--- src/rtl/cd_spi_csr_bridge.sv ---
// SPI mode-0 target that turns a command byte plus a data burst into CDBUS CSR
// read/write strobes; read results are shifted back out on MISO.
module cd_spi_csr_bridge #(
   parameter int unsigned SYNC_STAGES = 2,
   parameter int unsigned ADDR_W      = 5
) (
   input  logic              clk,
   input  logic              reset_n,
   input  logic              sclk,
   input  logic              mosi,
   input  logic              ss_n,
   output logic              miso,
   output logic              miso_oe,
   output logic              chip_select,
   output logic [ADDR_W-1:0] csr_address,
   output logic              csr_read,
   input  logic [7:0]        csr_readdata,
   output logic              csr_write,
   output logic [7:0]        csr_writedata
);

   localparam int unsigned BYTE_W = 8;
   localparam int unsigned CNT_W  = 3;

   typedef enum logic [1:0] {
      IDLE,
      CMD,
      WR,
      RD
   } state_t;

   state_t              state, state_nxt;
   logic [SYNC_STAGES-1:0] sclk_sync_q, mosi_sync_q, ss_sync_q;
   logic                sclk_prev;
   logic                sclk_s, mosi_s, ss_s;
   logic                sclk_rise, sclk_fall;

   logic [CNT_W-1:0]    bit_cnt, bit_cnt_nxt;
   logic [BYTE_W-1:0]   rx_shift, rx_nxt, rx_shifted;
   logic [BYTE_W-1:0]   tx_shift, tx_nxt;
   logic                cs_nxt, rd_nxt, wr_nxt;
   logic [ADDR_W-1:0]   addr_nxt;
   logic [BYTE_W-1:0]   wdata_nxt;
   logic                byte_done;

   // ss synchroniser resets to "deselected" so reset release never opens a frame
   always_ff @(posedge clk) begin
      if (!reset_n) begin
         sclk_sync_q <= '0;
         mosi_sync_q <= '0;
         ss_sync_q   <= '1;
         sclk_prev   <= 1'b0;
      end else begin
         sclk_sync_q <= {sclk_sync_q[SYNC_STAGES-2:0], sclk};
         mosi_sync_q <= {mosi_sync_q[SYNC_STAGES-2:0], mosi};
         ss_sync_q   <= {ss_sync_q[SYNC_STAGES-2:0], ss_n};
         sclk_prev   <= sclk_s;
      end
   end

   assign sclk_s    = sclk_sync_q[SYNC_STAGES-1];
   assign mosi_s    = mosi_sync_q[SYNC_STAGES-1];
   assign ss_s      = ss_sync_q[SYNC_STAGES-1];
   assign sclk_rise = sclk_s & ~sclk_prev;
   assign sclk_fall = ~sclk_s & sclk_prev;

   assign rx_shifted = {rx_shift[BYTE_W-2:0], mosi_s};
   assign byte_done  = sclk_rise && (bit_cnt == CNT_W'(7));

   assign miso    = tx_shift[BYTE_W-1];
   assign miso_oe = chip_select;

   // State and datapath registers
   always_ff @(posedge clk) begin
      if (!reset_n) begin
         state         <= IDLE;
         bit_cnt       <= '0;
         rx_shift      <= '0;
         tx_shift      <= '0;
         chip_select   <= 1'b0;
         csr_address   <= '0;
         csr_read      <= 1'b0;
         csr_write     <= 1'b0;
         csr_writedata <= '0;
      end else begin
         state         <= state_nxt;
         bit_cnt       <= bit_cnt_nxt;
         rx_shift      <= rx_nxt;
         tx_shift      <= tx_nxt;
         chip_select   <= cs_nxt;
         csr_address   <= addr_nxt;
         csr_read      <= rd_nxt;
         csr_write     <= wr_nxt;
         csr_writedata <= wdata_nxt;
      end
   end

   // Next-state and output logic; deselect outranks any same-cycle sclk edge
   always_comb begin
      state_nxt   = state;
      bit_cnt_nxt = bit_cnt;
      rx_nxt      = rx_shift;
      tx_nxt      = tx_shift;
      cs_nxt      = chip_select;
      addr_nxt    = csr_address;
      rd_nxt      = 1'b0;
      wr_nxt      = 1'b0;
      wdata_nxt   = csr_writedata;

      case (state)
         IDLE: begin
            tx_nxt      = '0;
            bit_cnt_nxt = '0;
            if (!ss_s) begin
               state_nxt = CMD;
               cs_nxt    = 1'b1;
            end
         end
         default: begin
            if (ss_s) begin
               state_nxt   = IDLE;
               bit_cnt_nxt = '0;
               cs_nxt      = 1'b0;
            end else begin
               if (sclk_rise) begin
                  rx_nxt      = rx_shifted;
                  bit_cnt_nxt = bit_cnt + CNT_W'(1);
               end
               case (state)
                  CMD: begin
                     if (byte_done) begin
                        addr_nxt = rx_shifted[ADDR_W-1:0];
                        if (rx_shifted[BYTE_W-1]) begin
                           state_nxt = WR;
                        end else begin
                           state_nxt = RD;
                           rd_nxt    = 1'b1;
                        end
                     end
                  end
                  WR: begin
                     if (byte_done) begin
                        wdata_nxt = rx_shifted;
                        wr_nxt    = 1'b1;
                     end
                  end
                  RD: begin
                     // The fall right after a byte boundary keeps the fresh MSB on miso
                     if (csr_read) begin
                        tx_nxt = csr_readdata;
                     end else if (sclk_fall && (bit_cnt != '0)) begin
                        tx_nxt = {tx_shift[BYTE_W-2:0], 1'b0};
                     end
                     if (byte_done) begin
                        rd_nxt = 1'b1;
                     end
                  end
                  default: begin
                  end
               endcase
            end
         end
      endcase
   end

endmodule

--- config.mk ---
export PLATFORM = sky130hd
export DESIGN_NAME = cd_spi_csr_bridge
export DESIGN_NICKNAME = d
export VERILOG_FILES = /design/src/rtl/cd_spi_csr_bridge.sv
export SDC_FILE = /design/constraint.sdc
export NUM_CORES = 1
export LEC_CHECK = 0
export ABC_AREA = 0
export CORE_ASPECT_RATIO = 1.2
export CORE_UTILIZATION = 45
export DETAILED_ROUTE_END_ITERATION = 6
export MAX_ROUTING_LAYER = met4
export PLACE_DENSITY = 0.7
export SLEW_MARGIN = 20
export SYNTH_ARGS = -nofsm -noshare
export SYNTH_HDL_FRONTEND = slang
export SYNTH_SLANG_ARGS = --single-unit
export TNS_END_PERCENT = 30
--- constraint.sdc ---
create_clock -name clk -period 2.13 [get_ports clk]
set_input_delay 0.426 -clock clk [delete_from_list [all_inputs] [get_ports clk]]
set_output_delay 0.426 -clock clk [all_outputs]
set_load 0.05 [all_outputs]
* Word-level counts from Yosys, hierarchy flattened *
Cells that the tools add are included.

word-level totals
  register bits after elaboration = 43
  bits of input ports = 13
  output and inout port bits = 18
  word-level logic and storage cells = 59

operators by class
  $add $sub $neg = 1
  eq/ne operators = 5
  multiplexer cells = 15
  bitwise gates (word level) = 8
  reductions and logical operators = 17

operators with widths
  kind                 number
  $mux 8               2
  $mux 2               5
  $reduce_and 3->1     3
  $reduce_bool 3->1    3
  $reduce_and 4->1     2
  $mux 1               7
  $not 1->1            6
  $eq 2x2->1 const B   2
  $reduce_bool 2->1    2
  $reduce_or 4->1      1
  $add 3x1->3 const B  1
  $eq 3x3->1 const B   1
  $reduce_or 3->1      1
  $and 1x1->1          2
  $eq 2x1->1 const B   1
  $logic_and 1x1->1    2
  $logic_not 2->1      1
  $ne 2x2->1 const B   1
  $pmux 1 s2           1
  $reduce_and 2->1     1
  $reduce_or 2->1      1

* Logic depth before layout (Yosys ltp) *
Gate-level depths: netlist of the first run.

  word-level depth = 7
  depth in mapped cells = 7
  depth with buffers taken out = 6

* Worst setup path after synthesis of the first run *
OpenSTA, ideal clock, no wires.

  path type = register to register
  from = register state[1]
  to = register csr_address[0]
  setup time = 117 ps
  arrival time = 1478 ps
  setup slack = 534 ps
  cell stages (with the launch flop) = 8
  period minus slack after synthesis = 1596 ps
  cells stage by stage = dfxtp_1 -> or2_2 -> ha_1 -> buf_2 -> and3_2 -> buf_4 -> mux2i_1 -> nor2b_1

on the way
  cells in the longest elaborated chain, start to end = 3

ends and longest elaborated chain
  what                                   line  text
  start: declaration                     32    state_t state, state_nxt;
  start signal: assignment               86    state <= state_nxt;
  $logic_not 2->1                        110   case (state)
  $not 1->1 (no source line)             --
  $reduce_and 4->1 (no source line) (*)  --
  end signal: assignment                 91    csr_address <= addr_nxt;
  end: declaration                       15    output logic [ADDR_W-1:0] csr_address,

Mark *: on every way between the ends. The rest lies on a longest branch, timed or not.
A chain may end at the register's enable or synchronous reset.

* Worst setup path after layout of the first run *
  from = register csr_writedata[2]
  to = output csr_writedata[2]

RTL lines
  what                      line  text
  start: declaration        19    output logic [7:0] csr_writedata
  start signal: assignment  94    csr_writedata <= wdata_nxt;

No word-level cell between the ends.

==> results of run 1 <==
==> registers in the layout, summed over array words and instances, names as in the netlist, 2 cells and up <==
register and cells:
sclk_sync_q 2, tx_shift 8, mosi_sync_q 2, rx_shift 7, bit_cnt 3, state 2, ss_sync_q 2, csr_address 5
csr_writedata 8
==> Yosys cell counts, types with 2 or more instances <==
cell and count:
buf_4 2, nor2_1 2, nand3_1 8, mux2i_1 15, nand2_1 11, inv_1 6, nor2b_1 23, nor3_1 10
buf_2 5, and2_1 6, dfxtp_1 43, a2111oi_0 7, nand2b_1 4, nor3b_1 2, a21oi_1 10, ha_1 5
clkbuf_1 3, a21boi_0 7
==> final cells by class <==
type	count	area share
clock buffers	6	0.0369
clock inverters	2	0.0156
inverters	6	0.0101
multi-input cells	124	0.381
flip-flops and latches	43	0.384
well taps	52	0.0291
repair buffers	33	0.143
==> placed cells by master (no fill, tap or decap), types with 2 or more instances in the layout <==
| cell | Yosys | layout |
|---|---|---|
| nand3_1 | 8 | 8 |
| nor3_1 | 10 | 10 |
| nor2b_1 | 23 | 23 |
| nor2_1 | 2 | 2 |
| clkdlybuf4s50_1 | 0 | 29 |
| and2_1 | 6 | 6 |
| buf_4 | 2 | 4 |
| clkbuf_8 | 0 | 6 |
| nand2b_1 | 4 | 4 |
| a21boi_0 | 7 | 7 |
| a2111oi_0 | 7 | 7 |
| nand2_1 | 11 | 11 |
| mux2i_1 | 15 | 15 |
| a21oi_1 | 10 | 10 |
| inv_1 | 6 | 6 |
| dfxtp_1 | 43 | 43 |
| ha_1 | 5 | 5 |
| nor3b_1 | 2 | 2 |
==> metal layers <==
metal	share of wire	vias up	track usage
met4	0.016	0	0.0698
met2	0.51	32	0.330
met3	0.040	7	0.0433
li1	-	691	-
met5	0	-	-
met1	0.43	652	0.214
==> through the flow <==
| stage | instances | setup WS (ns) | power (uW) |
|---|---|---|---|
| global placement | 258 | 0.336 | 971 |
| finish | 266 | 0.240 | 1600 |
| detailed placement | 258 | 0.274 | 974 |
| global route | 266 | 0.135 | 1670 |
| floorplan | 184 | 0.534 | 930 |
| CTS | 266 | 0.227 | 1610 |
==> power groups by stage <==
stage	logic, uW	clock network (uW)	registers (uW)
3_5_place_dp	129	0	845
5_1_grt	137	701	828
6_report	129	650	826
4_1_cts	130	658	826
2_1_floorplan	76.4	0	853
3_3_place_gp	127	0	844
==> kinds of logic after synthesis <==
group	count (synthesis)	synth area share
buffers and inverters	17	0.0473
XOR/XNOR	1	0.00487
AND/OR/NAND/NOR	74	0.238
AO/OA/AOI/OAI	29	0.113
adder cells (fa/ha/maj)	5	0.0348
flip-flops	43	0.478
multiplexers	15	0.0834
==> final timing paths <==
kind                                                     from                            end  slack [ns]  depth (start not counted)
worst min-delay path                  ss_sync_q[0]$_SDFF_PN1_        ss_sync_q[1]$_SDFF_PN1_        0.41                          1
worst max register to register        bit_cnt[0]$_SDFFE_PP0P_  csr_writedata[2]$_SDFFE_PN0P_        0.28                          6
worst min register to register        ss_sync_q[0]$_SDFF_PN1_        ss_sync_q[1]$_SDFF_PN1_        0.41                          1
worst max-delay path            csr_writedata[2]$_SDFFE_PN0P_               csr_writedata[2]        0.24                          1
==> report_table.html, run 1 <==
<table>
<tr><th>Metric</th><th>Value</th></tr>
<tr><th colspan="2">Drt</th></tr>
<tr><td>Pre-Repair DR Iteration Count</td><td>4</td></tr>
<tr><td>Total via count after detailed routing</td><td>1,382</td></tr>
<tr><td>Remaining antenna violation count</td><td>0</td></tr>
<tr><td>Initial detailed-routing violation count</td><td>57</td></tr>
<tr><td>Number of DRC violations after detailed routing</td><td>0</td></tr>
<tr><td>Detail-routed net length per standard cell</td><td>13.1 microns</td></tr>
<tr><td>Final WL</td><td>3480 microns</td></tr>
<tr><td>Via count normalized by instance count</td><td>5.20</td></tr>
<tr><th colspan="2">Placement</th></tr>
<tr><td>Detail Placement HPWL</td><td>2490 microns</td></tr>
<tr><td>Cell area after placement</td><td>0.00212 sq mm</td></tr>
<tr><td>Number of I/O port buffers</td><td>30</td></tr>
<tr><td>GPL Wtd Cong</td><td>0.792</td></tr>
<tr><th colspan="2">Global route</th></tr>
<tr><td>Largest net degree at the start of global routing</td><td>33</td></tr>
<tr><td>Combined global-route utilization of all metal layers</td><td>0.192</td></tr>
<tr><td>Vias in the first global route</td><td>1,367</td></tr>
<tr><td>Number of antenna violations at the first check in global routing</td><td>0</td></tr>
<tr><td>Total global routing overflow</td><td>0</td></tr>
<tr><td>Global-route wire length before repair</td><td>6020 microns</td></tr>
<tr><th colspan="2">Outcome</th></tr>
<tr><td>Run status</td><td>finished, final reports clean</td></tr>
<tr><th colspan="2">Logic synthesis</th></tr>
<tr><td>Syn Inst Count</td><td>184</td></tr>
<tr><td>Count of unique library cells instantiated by Yosys</td><td>33</td></tr>
<tr><td>Post-synth top area cell</td><td>dfxtp_1</td></tr>
<tr><td>Post-Syn Area per Cell</td><td>9.78 sq um</td></tr>
<tr><td>Leading register cell type out of synthesis</td><td>dfxtp_1</td></tr>
<tr><td>Largest cells by area after synthesis</td><td>dfxtp_1, mux2i_1, nor2b_1, ha_1, a2111oi_0</td></tr>
<tr><td>Area share of the leading cell type in the synthesized netlist</td><td>0.478</td></tr>
<tr><td>Number of enable flip-flop cells after synthesis</td><td>0</td></tr>
<tr><td>Fraction of the yosys area taken by sequential cells</td><td>0.478</td></tr>
<tr><td>Cell area after synthesis</td><td>0.00180 sq mm</td></tr>
<tr><td>Total nets after synthesis</td><td>202</td></tr>
<tr><td>Async set-or-reset flop fraction in the synthesized netlist</td><td>0</td></tr>
<tr><td>Number of flip-flops and latches in the synthesized netlist</td><td>43</td></tr>
<tr><td>Synth warn</td><td>0</td></tr>
<tr><th colspan="2">STA</th></tr>
<tr><td>Minimum clock period after layout</td><td>1.89 ns</td></tr>
<tr><td>Highest Clock Rate</td><td>529 MHz</td></tr>
<tr><td>Endpoints failing setup</td><td>0</td></tr>
<tr><td>Setup repair after global routing missed its margin</td><td>no</td></tr>
<tr><td>Final worst hold slack</td><td>0.414 ns</td></tr>
<tr><td>Ratio of final minimum period to clock period</td><td>0.887</td></tr>
<tr><td>Max Slew Vio Count</td><td>0</td></tr>
<tr><td>Number of hold violations in the final report</td><td>0</td></tr>
<tr><td>Clock Skew</td><td>0.00685 ns</td></tr>
<tr><td>Slew of the pin with the lowest slew margin</td><td>0.592 ns</td></tr>
<tr><td>Worst slew slack as a fraction of its limit</td><td>0.604</td></tr>
<tr><td>Setup TNS Final</td><td>0 ns</td></tr>
<tr><th colspan="2">Die</th></tr>
<tr><td>Number of top-level pins</td><td>31</td></tr>
<tr><td>Row count</td><td>24</td></tr>
<tr><td>Initial core utilization</td><td>0.483</td></tr>
<tr><td>Area of the core</td><td>0.00372 sq mm</td></tr>
<tr><td>Total die area</td><td>0.00426 sq mm</td></tr>
<tr><td>Width of the die</td><td>59.7 microns</td></tr>
<tr><td>Die Height</td><td>71.3 microns</td></tr>
<tr><th colspan="2">Worst setup path</th></tr>
<tr><td>Number of buffers and inverters on the critical path</td><td>1</td></tr>
<tr><td>Maximum single-stage delay on the critical path</td><td>0.82 ns</td></tr>
<tr><td>Category of the worst setup path launch point</td><td>flip-flop</td></tr>
<tr><td>Slowest cell on crit path</td><td>clkdlybuf4s50_1</td></tr>
<tr><td>Largest fanout on the critical path</td><td>2</td></tr>
<tr><td>Sequence of cells on the critical path</td><td>clkdlybuf4s50_1</td></tr>
<tr><td>Crit path max-delay family</td><td>buffers and inverters</td></tr>
<tr><td>Required time of the critical path</td><td>1.70 ns</td></tr>
<tr><td>Worst setup EP type</td><td>primary output</td></tr>
<tr><td>Worst Path Arrival</td><td>1.46 ns</td></tr>
<tr><td>Setup CP Type</td><td>flip-flop to primary output</td></tr>
<tr><th colspan="2">Cells and area</th></tr>
<tr><td>Synth-to-Final Area Change</td><td>24.5%</td></tr>
<tr><td>Final standard cell area without fillers</td><td>0.00224 sq mm</td></tr>
<tr><td>Count of antenna diodes in the layout</td><td>0</td></tr>
<tr><td>Layout cells sized above 1</td><td>0.0888</td></tr>
<tr><td>Final cell utilization of the core</td><td>0.601</td></tr>
<tr><td>Final net count</td><td>231</td></tr>
<tr><td>Area of combinational cells with multiple inputs</td><td>853 sq um</td></tr>
<tr><td>Final-layout fill cell count</td><td>355</td></tr>
<tr><td>Area of all sequential standard cells</td><td>861 sq um</td></tr>
<tr><th colspan="2">Power and ir drop</th></tr>
<tr><td>Pwr dens</td><td>717 mW/mm^2</td></tr>
<tr><td>Max rail drop VDD</td><td>0.374 mV</td></tr>
<tr><td>Leakage power figure</td><td>0.000772 uW</td></tr>
<tr><td>Combinational fraction of design power</td><td>0.080</td></tr>
<tr><td>Internal power of the cells</td><td>1260 uW</td></tr>
<tr><td>Fraction of power consumed by sequential logic</td><td>0.515</td></tr>
<tr><td>Sw power</td><td>347 uW</td></tr>
<tr><td>Switch share</td><td>0.216</td></tr>
<tr><td>Clk network pwr share</td><td>0.405</td></tr>
<tr><th colspan="2">Clock network</th></tr>
<tr><td>CTS Hold Bufs</td><td>0</td></tr>
<tr><td>Clock tree from TritonCTS</td><td>built</td></tr>
<tr><td>Clock-pin slew of the registers on the worst-case setup and hold paths</td><td>0.07 ns</td></tr>
<tr><td>Buffer levels on the longest clock path</td><td>2</td></tr>
<tr><td>Depth of the CTS H-tree</td><td>2</td></tr>
<tr><td>Post-CTS Setup Repair Bufs</td><td>0</td></tr>
<tr><td>Clock latency on the worst-skew pair</td><td>0.30 ns</td></tr>
<tr><td>Post-cts repair resize count</td><td>0</td></tr>
<tr><td>Total clock sinks</td><td>43</td></tr>
<tr><td>Clock Root Buffer</td><td>clkbuf_8</td></tr>
<tr><td>CTS buffer count</td><td>5</td></tr>
<tr><th colspan="2">Hold path</th></tr>
<tr><td>Tightest Hold Check Type</td><td>flip-flop to flip-flop</td></tr>
<tr><th colspan="2">Flow run</th></tr>
<tr><td>Number of max-cap violations</td><td>0</td></tr>
</table>
(Power assumes the default switching activity.)
==> run 2, diff against run 1 <==
Settings changed: GPL_ROUTABILITY_DRIVEN from default to 0.
==> results of run 2 <==
The final DEF is identical to that of run 1; final timing and power are the same.
